===== src/rtl/sram_arb_pkg.sv =====
// Shared types and constants for the three-port SRAM request arbiter.
package sram_arb_pkg;

  typedef enum logic [1:0] {
    IDLE  = 2'd0,
    GUARD = 2'd1,
    WAIT  = 2'd2,
    DONE  = 2'd3
  } arb_state_t;

  localparam int PORT_VID     = 0;
  localparam int PORT_CPU     = 1;
  localparam int PORT_DMA     = 2;
  localparam int GUARD_CYCLES = 2;

endpackage


===== src/rtl/sram_arbiter_if.sv =====
// Client ports (video, cpu, dma) and RAM controller strobe bus of the arbiter.
interface sram_arbiter_if;

  logic        p0_req;
  logic        p0_we;
  logic [24:0] p0_addr;
  logic [15:0] p0_dout;
  logic        p0_ack;

  logic        p1_req;
  logic        p1_we;
  logic [24:0] p1_addr;
  logic [15:0] p1_din;
  logic [1:0]  p1_wtbt;
  logic [15:0] p1_dout;
  logic        p1_ack;

  logic        p2_req;
  logic        p2_we;
  logic [24:0] p2_addr;
  logic [15:0] p2_din;
  logic [1:0]  p2_wtbt;
  logic [15:0] p2_dout;
  logic        p2_ack;

  logic [24:0] m_addr;
  logic [15:0] m_din;
  logic [1:0]  m_wtbt;
  logic        m_we;
  logic        m_rd;
  logic [15:0] m_dout;
  logic        m_ready;

  modport master (
    input  p0_req, p0_we, p0_addr,
    input  p1_req, p1_we, p1_addr, p1_din, p1_wtbt,
    input  p2_req, p2_we, p2_addr, p2_din, p2_wtbt,
    input  m_dout, m_ready,
    output p0_dout, p0_ack, p1_dout, p1_ack, p2_dout, p2_ack,
    output m_addr, m_din, m_wtbt, m_we, m_rd
  );

  modport slave (
    output p0_req, p0_we, p0_addr,
    output p1_req, p1_we, p1_addr, p1_din, p1_wtbt,
    output p2_req, p2_we, p2_addr, p2_din, p2_wtbt,
    output m_dout, m_ready,
    input  p0_dout, p0_ack, p1_dout, p1_ack, p2_dout, p2_ack,
    input  m_addr, m_din, m_wtbt, m_we, m_rd
  );

endinterface


===== src/rtl/sram_arb_pick.sv =====
// Combinational picker: video has absolute priority, cpu/dma share by pointer.
module sram_arb_pick
  import sram_arb_pkg::*;
(
  input  logic [2:0] req,
  input  logic       ptr_dma,
  output logic [2:0] grant,
  output logic       valid
);

  always_comb begin
    grant = '0;
    if (req[PORT_VID])
      grant[PORT_VID] = 1'b1;
    else if (req[PORT_CPU] && (!ptr_dma || !req[PORT_DMA]))
      grant[PORT_CPU] = 1'b1;
    else if (req[PORT_DMA])
      grant[PORT_DMA] = 1'b1;
  end

  assign valid = |req;

endmodule


===== src/rtl/sram_arbiter.sv =====
// Serialises three level-held requests onto the RAM controller rd/we strobes.
// state | meaning: IDLE wait ready+req | GUARD ignore stale ready | WAIT for ready | DONE strobe low, ack
module sram_arbiter
  import sram_arb_pkg::*;
#(
  parameter logic [7:0]  WD_CYCLES  = 8'd200,
  parameter logic [15:0] ABORT_DATA = 16'hFFFF
) (
  input  logic           clk,
  input  logic           reset_n,
  sram_arbiter_if.master bus,
  output logic           wd_err
);

  arb_state_t  state;
  logic [2:0]  req, grant, own, ack;
  logic        valid, ptr_dma, wd_hit, fin, fin_abort;
  logic [1:0]  guard_cnt;
  logic [7:0]  wd_cnt;
  logic [24:0] addr_q;
  logic [15:0] din_q, rdata, dout0, dout1, dout2;
  logic [1:0]  wtbt_q;
  logic        we_q, rd_q;

  assign req = {bus.p2_req, bus.p1_req, bus.p0_req};

  sram_arb_pick u_pick (
    .req     (req),
    .ptr_dma (ptr_dma),
    .grant   (grant),
    .valid   (valid)
  );

  // Normal completion takes precedence over a watchdog expiry in the same cycle.
  always_comb begin
    wd_hit    = (wd_cnt == WD_CYCLES - 8'd1);
    fin       = 1'b0;
    fin_abort = 1'b0;
    if (state == WAIT && bus.m_ready) begin
      fin = 1'b1;
    end else if ((state == GUARD || state == WAIT) && wd_hit) begin
      fin       = 1'b1;
      fin_abort = 1'b1;
    end
    rdata = fin_abort ? ABORT_DATA : bus.m_dout;
  end

  always_ff @(posedge clk or negedge reset_n) begin
    if (!reset_n) begin
      state     <= IDLE;
      own       <= '0;
      ack       <= '0;
      ptr_dma   <= 1'b0;
      guard_cnt <= '0;
      wd_cnt    <= '0;
      addr_q    <= '0;
      din_q     <= '0;
      wtbt_q    <= 2'b00;
      we_q      <= 1'b0;
      rd_q      <= 1'b0;
      dout0     <= '0;
      dout1     <= '0;
      dout2     <= '0;
      wd_err    <= 1'b0;
    end else begin
      ack <= '0;
      case (state)
        IDLE: begin
          if (bus.m_ready && valid) begin
            state     <= GUARD;
            own       <= grant;
            wd_cnt    <= '0;
            guard_cnt <= 2'(GUARD_CYCLES - 1);
            // Video is read-only: its we bit is deliberately not looked at.
            if (grant[PORT_VID]) begin
              addr_q <= bus.p0_addr;
              din_q  <= '0;
              wtbt_q <= 2'b00;
              we_q   <= 1'b0;
              rd_q   <= 1'b1;
            end else if (grant[PORT_CPU]) begin
              addr_q  <= bus.p1_addr;
              din_q   <= bus.p1_din;
              wtbt_q  <= bus.p1_wtbt;
              we_q    <= bus.p1_we;
              rd_q    <= !bus.p1_we;
              ptr_dma <= 1'b1;
            end else begin
              addr_q  <= bus.p2_addr;
              din_q   <= bus.p2_din;
              wtbt_q  <= bus.p2_wtbt;
              we_q    <= bus.p2_we;
              rd_q    <= !bus.p2_we;
              ptr_dma <= 1'b0;
            end
          end
        end
        GUARD, WAIT: begin
          wd_cnt <= wd_cnt + 8'd1;
          if (fin) begin
            state <= DONE;
            we_q  <= 1'b0;
            rd_q  <= 1'b0;
            ack   <= own;
            if (!we_q) begin
              if (own[PORT_VID]) dout0 <= rdata;
              if (own[PORT_CPU]) dout1 <= rdata;
              if (own[PORT_DMA]) dout2 <= rdata;
            end
            if (fin_abort) wd_err <= 1'b1;
          end else if (state == GUARD) begin
            if (guard_cnt == '0) state <= WAIT;
            else guard_cnt <= guard_cnt - 2'd1;
          end
        end
        DONE:    state <= IDLE;
        default: state <= IDLE;
      endcase
    end
  end

  assign bus.m_addr  = addr_q;
  assign bus.m_din   = din_q;
  assign bus.m_wtbt  = wtbt_q;
  assign bus.m_we    = we_q;
  assign bus.m_rd    = rd_q;
  assign bus.p0_ack  = ack[PORT_VID];
  assign bus.p1_ack  = ack[PORT_CPU];
  assign bus.p2_ack  = ack[PORT_DMA];
  assign bus.p0_dout = dout0;
  assign bus.p1_dout = dout1;
  assign bus.p2_dout = dout2;

endmodule


===== src/flat_wrapper.sv =====
// flat-port wrapper written by rule: the top's interface ports become plain ports
module sram_arbiter_flat import sram_arb_pkg::*;
#(
  parameter logic [7:0]  WD_CYCLES  = 8'd200,
  parameter logic [15:0] ABORT_DATA = 16'hFFFF
)
  (clk, reset_n, wd_err, bus_p0_req, bus_p0_we, bus_p0_addr, bus_p1_req, bus_p1_we, bus_p1_addr, bus_p1_din, bus_p1_wtbt, bus_p2_req, bus_p2_we, bus_p2_addr, bus_p2_din, bus_p2_wtbt, bus_m_dout, bus_m_ready, bus_p0_dout, bus_p0_ack, bus_p1_dout, bus_p1_ack, bus_p2_dout, bus_p2_ack, bus_m_addr, bus_m_din, bus_m_wtbt, bus_m_we, bus_m_rd);
  sram_arbiter_if bus_i ();
  input  logic clk;
  input  logic reset_n;
  output logic wd_err;
  input wire logic [$bits(bus_i.p0_req)-1:0] bus_p0_req;
  input wire logic [$bits(bus_i.p0_we)-1:0] bus_p0_we;
  input wire logic [$bits(bus_i.p0_addr)-1:0] bus_p0_addr;
  input wire logic [$bits(bus_i.p1_req)-1:0] bus_p1_req;
  input wire logic [$bits(bus_i.p1_we)-1:0] bus_p1_we;
  input wire logic [$bits(bus_i.p1_addr)-1:0] bus_p1_addr;
  input wire logic [$bits(bus_i.p1_din)-1:0] bus_p1_din;
  input wire logic [$bits(bus_i.p1_wtbt)-1:0] bus_p1_wtbt;
  input wire logic [$bits(bus_i.p2_req)-1:0] bus_p2_req;
  input wire logic [$bits(bus_i.p2_we)-1:0] bus_p2_we;
  input wire logic [$bits(bus_i.p2_addr)-1:0] bus_p2_addr;
  input wire logic [$bits(bus_i.p2_din)-1:0] bus_p2_din;
  input wire logic [$bits(bus_i.p2_wtbt)-1:0] bus_p2_wtbt;
  input wire logic [$bits(bus_i.m_dout)-1:0] bus_m_dout;
  input wire logic [$bits(bus_i.m_ready)-1:0] bus_m_ready;
  output wire logic [$bits(bus_i.p0_dout)-1:0] bus_p0_dout;
  output wire logic [$bits(bus_i.p0_ack)-1:0] bus_p0_ack;
  output wire logic [$bits(bus_i.p1_dout)-1:0] bus_p1_dout;
  output wire logic [$bits(bus_i.p1_ack)-1:0] bus_p1_ack;
  output wire logic [$bits(bus_i.p2_dout)-1:0] bus_p2_dout;
  output wire logic [$bits(bus_i.p2_ack)-1:0] bus_p2_ack;
  output wire logic [$bits(bus_i.m_addr)-1:0] bus_m_addr;
  output wire logic [$bits(bus_i.m_din)-1:0] bus_m_din;
  output wire logic [$bits(bus_i.m_wtbt)-1:0] bus_m_wtbt;
  output wire logic [$bits(bus_i.m_we)-1:0] bus_m_we;
  output wire logic [$bits(bus_i.m_rd)-1:0] bus_m_rd;
  assign bus_i.p0_req = bus_p0_req;
  assign bus_i.p0_we = bus_p0_we;
  assign bus_i.p0_addr = bus_p0_addr;
  assign bus_i.p1_req = bus_p1_req;
  assign bus_i.p1_we = bus_p1_we;
  assign bus_i.p1_addr = bus_p1_addr;
  assign bus_i.p1_din = bus_p1_din;
  assign bus_i.p1_wtbt = bus_p1_wtbt;
  assign bus_i.p2_req = bus_p2_req;
  assign bus_i.p2_we = bus_p2_we;
  assign bus_i.p2_addr = bus_p2_addr;
  assign bus_i.p2_din = bus_p2_din;
  assign bus_i.p2_wtbt = bus_p2_wtbt;
  assign bus_i.m_dout = bus_m_dout;
  assign bus_i.m_ready = bus_m_ready;
  assign bus_p0_dout = bus_i.p0_dout;
  assign bus_p0_ack = bus_i.p0_ack;
  assign bus_p1_dout = bus_i.p1_dout;
  assign bus_p1_ack = bus_i.p1_ack;
  assign bus_p2_dout = bus_i.p2_dout;
  assign bus_p2_ack = bus_i.p2_ack;
  assign bus_m_addr = bus_i.m_addr;
  assign bus_m_din = bus_i.m_din;
  assign bus_m_wtbt = bus_i.m_wtbt;
  assign bus_m_we = bus_i.m_we;
  assign bus_m_rd = bus_i.m_rd;
  sram_arbiter #(.WD_CYCLES(WD_CYCLES), .ABORT_DATA(ABORT_DATA)) u_core (.clk(clk), .reset_n(reset_n), .bus(bus_i), .wd_err(wd_err));
endmodule

===== config.mk =====
export PLATFORM = sky130hd
export DESIGN_NAME = sram_arbiter_flat
export DESIGN_NICKNAME = d
export VERILOG_FILES = /design/src/rtl/sram_arb_pkg.sv /design/src/rtl/sram_arbiter_if.sv /design/src/rtl/sram_arb_pick.sv /design/src/rtl/sram_arbiter.sv /design/src/flat_wrapper.sv
export SDC_FILE = /design/constraint.sdc
export NUM_CORES = 1
export LEC_CHECK = 0
export ABC_AREA = 0
export CORE_MARGIN = 10
export CORE_UTILIZATION = 35
export DETAILED_ROUTE_END_ITERATION = 10
export GPL_ROUTABILITY_DRIVEN = 0
export PLACE_DENSITY = 0.67
export SYNTH_ARGS = -nofsm -noshare
export SYNTH_HDL_FRONTEND = slang
export SYNTH_SLANG_ARGS = --single-unit

===== constraint.sdc =====
create_clock -name clk -period 4.05 [get_ports clk]
set_clock_uncertainty 0.2 [all_clocks]
set_input_delay 0.81 -clock clk [delete_from_list [all_inputs] [get_ports clk]]
set_output_delay 0.81 -clock clk [all_outputs]
set_load 0.01 [all_outputs]

==> flow_metrics.py <==
metrics = {
    "outcome": {
        "status": "finished, final reports clean",
    },
    "layout": {
        "drive_gt1_share_pct": 15.31,
        "final_net_count": 830,
        "multi_input_area_sq_um": 2536,
        "finish.utilization_pct": 56.86,
        "syn_to_final_growth_pct": 57.39,
        "antenna_cells": 0,
        "seq_area_sq_um": 2828,
        "fillers": 1260,
    },
    "synthesis": {
        "synthDominantCellAreaShare_pct": 50.92,
        "ys_warn_count": 0,
        "synthTopCellsByCount": "dfrtp_1 (113), nand2_1 (53), mux2i_1 (45)",
        "ys.flop_type": "dfrtp_1",
        "ys_types": 49,
        "synth_async_sr_flop_share_pct": 100.0,
        "netlist_area_sq_um": 5553,
        "yosys-top-cells-area": "dfrtp_1 (51%), mux2i_1 (8.1%), a2bb2oi_2 (7.3%), mux2_2 (5.7%), nand2_1 (3.6%)",
        "synth.avg_cell_area_sq_um": 12.10,
        "synth_nets": 602,
        "synth_area_leader_cell": "dfrtp_1",
        "synthCells": 459,
        "yosysMostFrequentCell": "dfrtp_1",
        "ys_seq_area_share_pct": 50.92,
        "synth_edf_count": 0,
        "synth_seq_cells": 113,
    },
    "sta": {
        "period_share_pct": 66.95,
        "clock.fmax_mhz": 368.8,
        "maxSlewViolCount": 0,
        "rsz0062_at_grt": "false",
        "finalHoldViolations": 0,
        "setup_tns_ps": 0,
        "tightest_slew_ps": 681.7,
        "relSlewSlack_pct": 54.55,
        "hold_slack_ps": 246.2,
        "setup_viol": 0,
        "min_period_ps": 2712,
    },
    "floorplan": {
        "die_h_um": 146.0,
        "core_sq_um": 15370,
        "die_area_sq_um": 21300,
        "start_util_pct": 36.13,
        "pin_count": 233,
        "die_w_um": 146.0,
        "std_cell_rows": 45,
    },
    "clock_tree": {
        "cts_resized": 0,
        "htree_levels": 4,
        "cts_tree": "done",
        "clk_pin_slew_ps": 50,
        "insertion_delay_ps": 410,
        "cts.sinks": 113,
        "cts_buffers": 17,
        "cts-hold-fix-buffers": 0,
        "ctsRootBufferMaster": "clkbuf_16",
        "clockBufferDepth": 2,
        "post_cts.repair.setup_buffers": 0,
    },
    "detailed_routing": {
        "drc_errors": 0,
        "vias_per_cell": 4.912,
        "drt-initial-drc-count": 169,
        "drtAntennaViolNets": 0,
        "dr.pass1.iters": 4,
        "wl_per_cell_um": 19.10,
        "drt-total-wl_um": 17380,
        "vias": 4470,
    },
    "power": {
        "ir_drop_v": 0.0003149,
        "cell_internal_pwr_w": 0.004390,
        "clockPowerShare_pct": 25.6,
        "power_frac_comb_pct": 43.5,
        "p_per_area_nw_per_um2": 744.4,
        "p_leak_nw": 3.733,
        "p_switching_w": 0.002116,
        "seqPwrFrac_pct": 30.9,
        "netSwitchingFraction_pct": 32.52,
    },
    "placed_design": {
        "place.port_buffers": 231,
        "hpwl_um": 13310,
    },
    "critical_path": {
        "cp.arrival_ps": 2800,
        "setup.worst_path.end_class": "flop",
        "critical_path_class": "input pin to flop",
        "regToRegStartpoint": "u_core.state[0]",
        "crit_path_start_kind": "input pin",
        "cp.required_ps": 4140,
        "path_max_fanout": 8,
        "startpoint": "bus_m_ready",
    },
    "grt": {
        "grt_overflow": 0,
        "grt_pass1_wl_um": 28150,
        "grt_usage_pct": 16.56,
        "grt_pass1_vias": 4988,
        "antenna_found_initial": 0,
        "grt_max_degree": 63,
    },
    "worst_hold_path": {
        "hp-class": "input pin to async pin",
    },
    "job": {
        "cap_violations": 0,
    },
}
[cell families (layout without fill, tap and decap cells)]
logic type | Yosys count | count (layout) | synth area share (%)
flip-flops | 113 | 113 | 50.92
buffers and inverters | 42 | 282 | 4.056
XOR/XNOR | 4 | 4 | 0.6308
multiplexers | 74 | 74 | 13.99
AO/OA/AOI/OAI | 118 | 118 | 19.67
adder cells (fa/ha/maj) | 7 | 7 | 1.577
AND/OR/NAND/NOR | 101 | 101 | 9.148
[area by class of cell]
| class | instances | share of cell area, % |
|---|---|---|
| flip-flops and latches | 113 | 32.36 |
| multi-input cells | 304 | 29.02 |
| repair buffers | 243 | 27.69 |
| clock buffers | 18 | 4.911 |
| well taps | 211 | 3.021 |
| clock inverters | 13 | 2.663 |
| inverters | 8 | 0.3436 |
[placed cells by master (no fill, tap or decap), drive strengths merged, types with 2 or more instances in the layout]
master and n:
inv 10, clkbuf 18, o21ai 27, bufinv 6, nand3 5, nor2b 15
and2 2, nor2 8, nand2b 2, mux2 29, a21o 2, a21oi 3
mux2i 45, ha 7, o41ai 2, nand2 53, buf 14, a2bb2oi 48
and4b 3, dfrtp 113, clkdlybuf4s50 229, xnor2 4, o31ai 19, and3 3
a211oi 4, clkinv 4, a22o 3, nor3b 3
[metrics by stage]
step | std cells | total power [W] | area (sq um) | setup WS, ps
2_1_floorplan | 459 | 0.003442 | 5553 | 1628
3_3_place_gp | 879 | 0.004814 | 8078 | 948.5
3_5_place_dp | 879 | 0.004886 | 8078 | 912.1
4_1_cts | 910 | 0.006594 | 8740 | 1347
5_1_grt | 910 | 0.006930 | 8740 | 1251
6_report | 910 | 0.006506 | 8740 | 1338
[power groups by stage]
| stage | Combinational (W) | Clock [W] | Sequential (W) |
|---|---|---|---|
| after floorplan | 0.00128 | 0 | 0.00216 |
| after global placement | 0.00282 | 0 | 0.00200 |
| after detailed placement | 0.00287 | 0 | 0.00202 |
| after CTS | 0.00288 | 0.00170 | 0.00201 |
| after global routing | 0.00308 | 0.00177 | 0.00209 |
| final | 0.00283 | 0.00167 | 0.00201 |
[path summary, 6_finish.rpt]
path	endpoint	slack [ps]	depth (start not counted)
setup / recovery	u_core.guard_cnt[0]	1340	5
hold / removal	u_core.bus.p2_dout[7]	250	1
setup reg to reg	u_core.bus.p0_dout[1]	1500	7
hold reg to reg	u_core.bus.m_din[7]	270	2
max in group asynchronous	u_core.bus.m_addr[20]	2620	2
min in group clk	u_core.bus.m_din[7]	270	2
[critical path, stage by stage]
cell and delay [ps]:
clkdlybuf4s50_1 520, nand2_1 350, o41ai_4 220, a2111oi_2 530, mux2_1 370
[state kept, by name (all words and copies together) (netlist names)]
register and cells:
u_core.bus.m_addr 25, u_core.bus.p2_dout 16, u_core.bus.p0_dout 16, u_core.bus.m_wtbt 2
u_core.guard_cnt 2, u_core.bus.p1_dout 16, u_core.bus.m_rd 1, u_core.ack 3
u_core.state 2, u_core.bus.m_we 1, u_core.wd_cnt 8, u_core.ptr_dma 1
u_core.wd_err 1, u_core.own 3, u_core.bus.m_din 16
[routing by layer]
| layer | GRT usage, % | share of wire, % |
|---|---|---|
| met1 | 19.32 | 42 |
| met2 | 25.91 | 46 |
| met3 | 8.631 | 11 |
| met4 | 4.853 | 1.1 |
| met5 | 0 | 0 |
No activity file was read; power rests on OpenSTA's default activity.
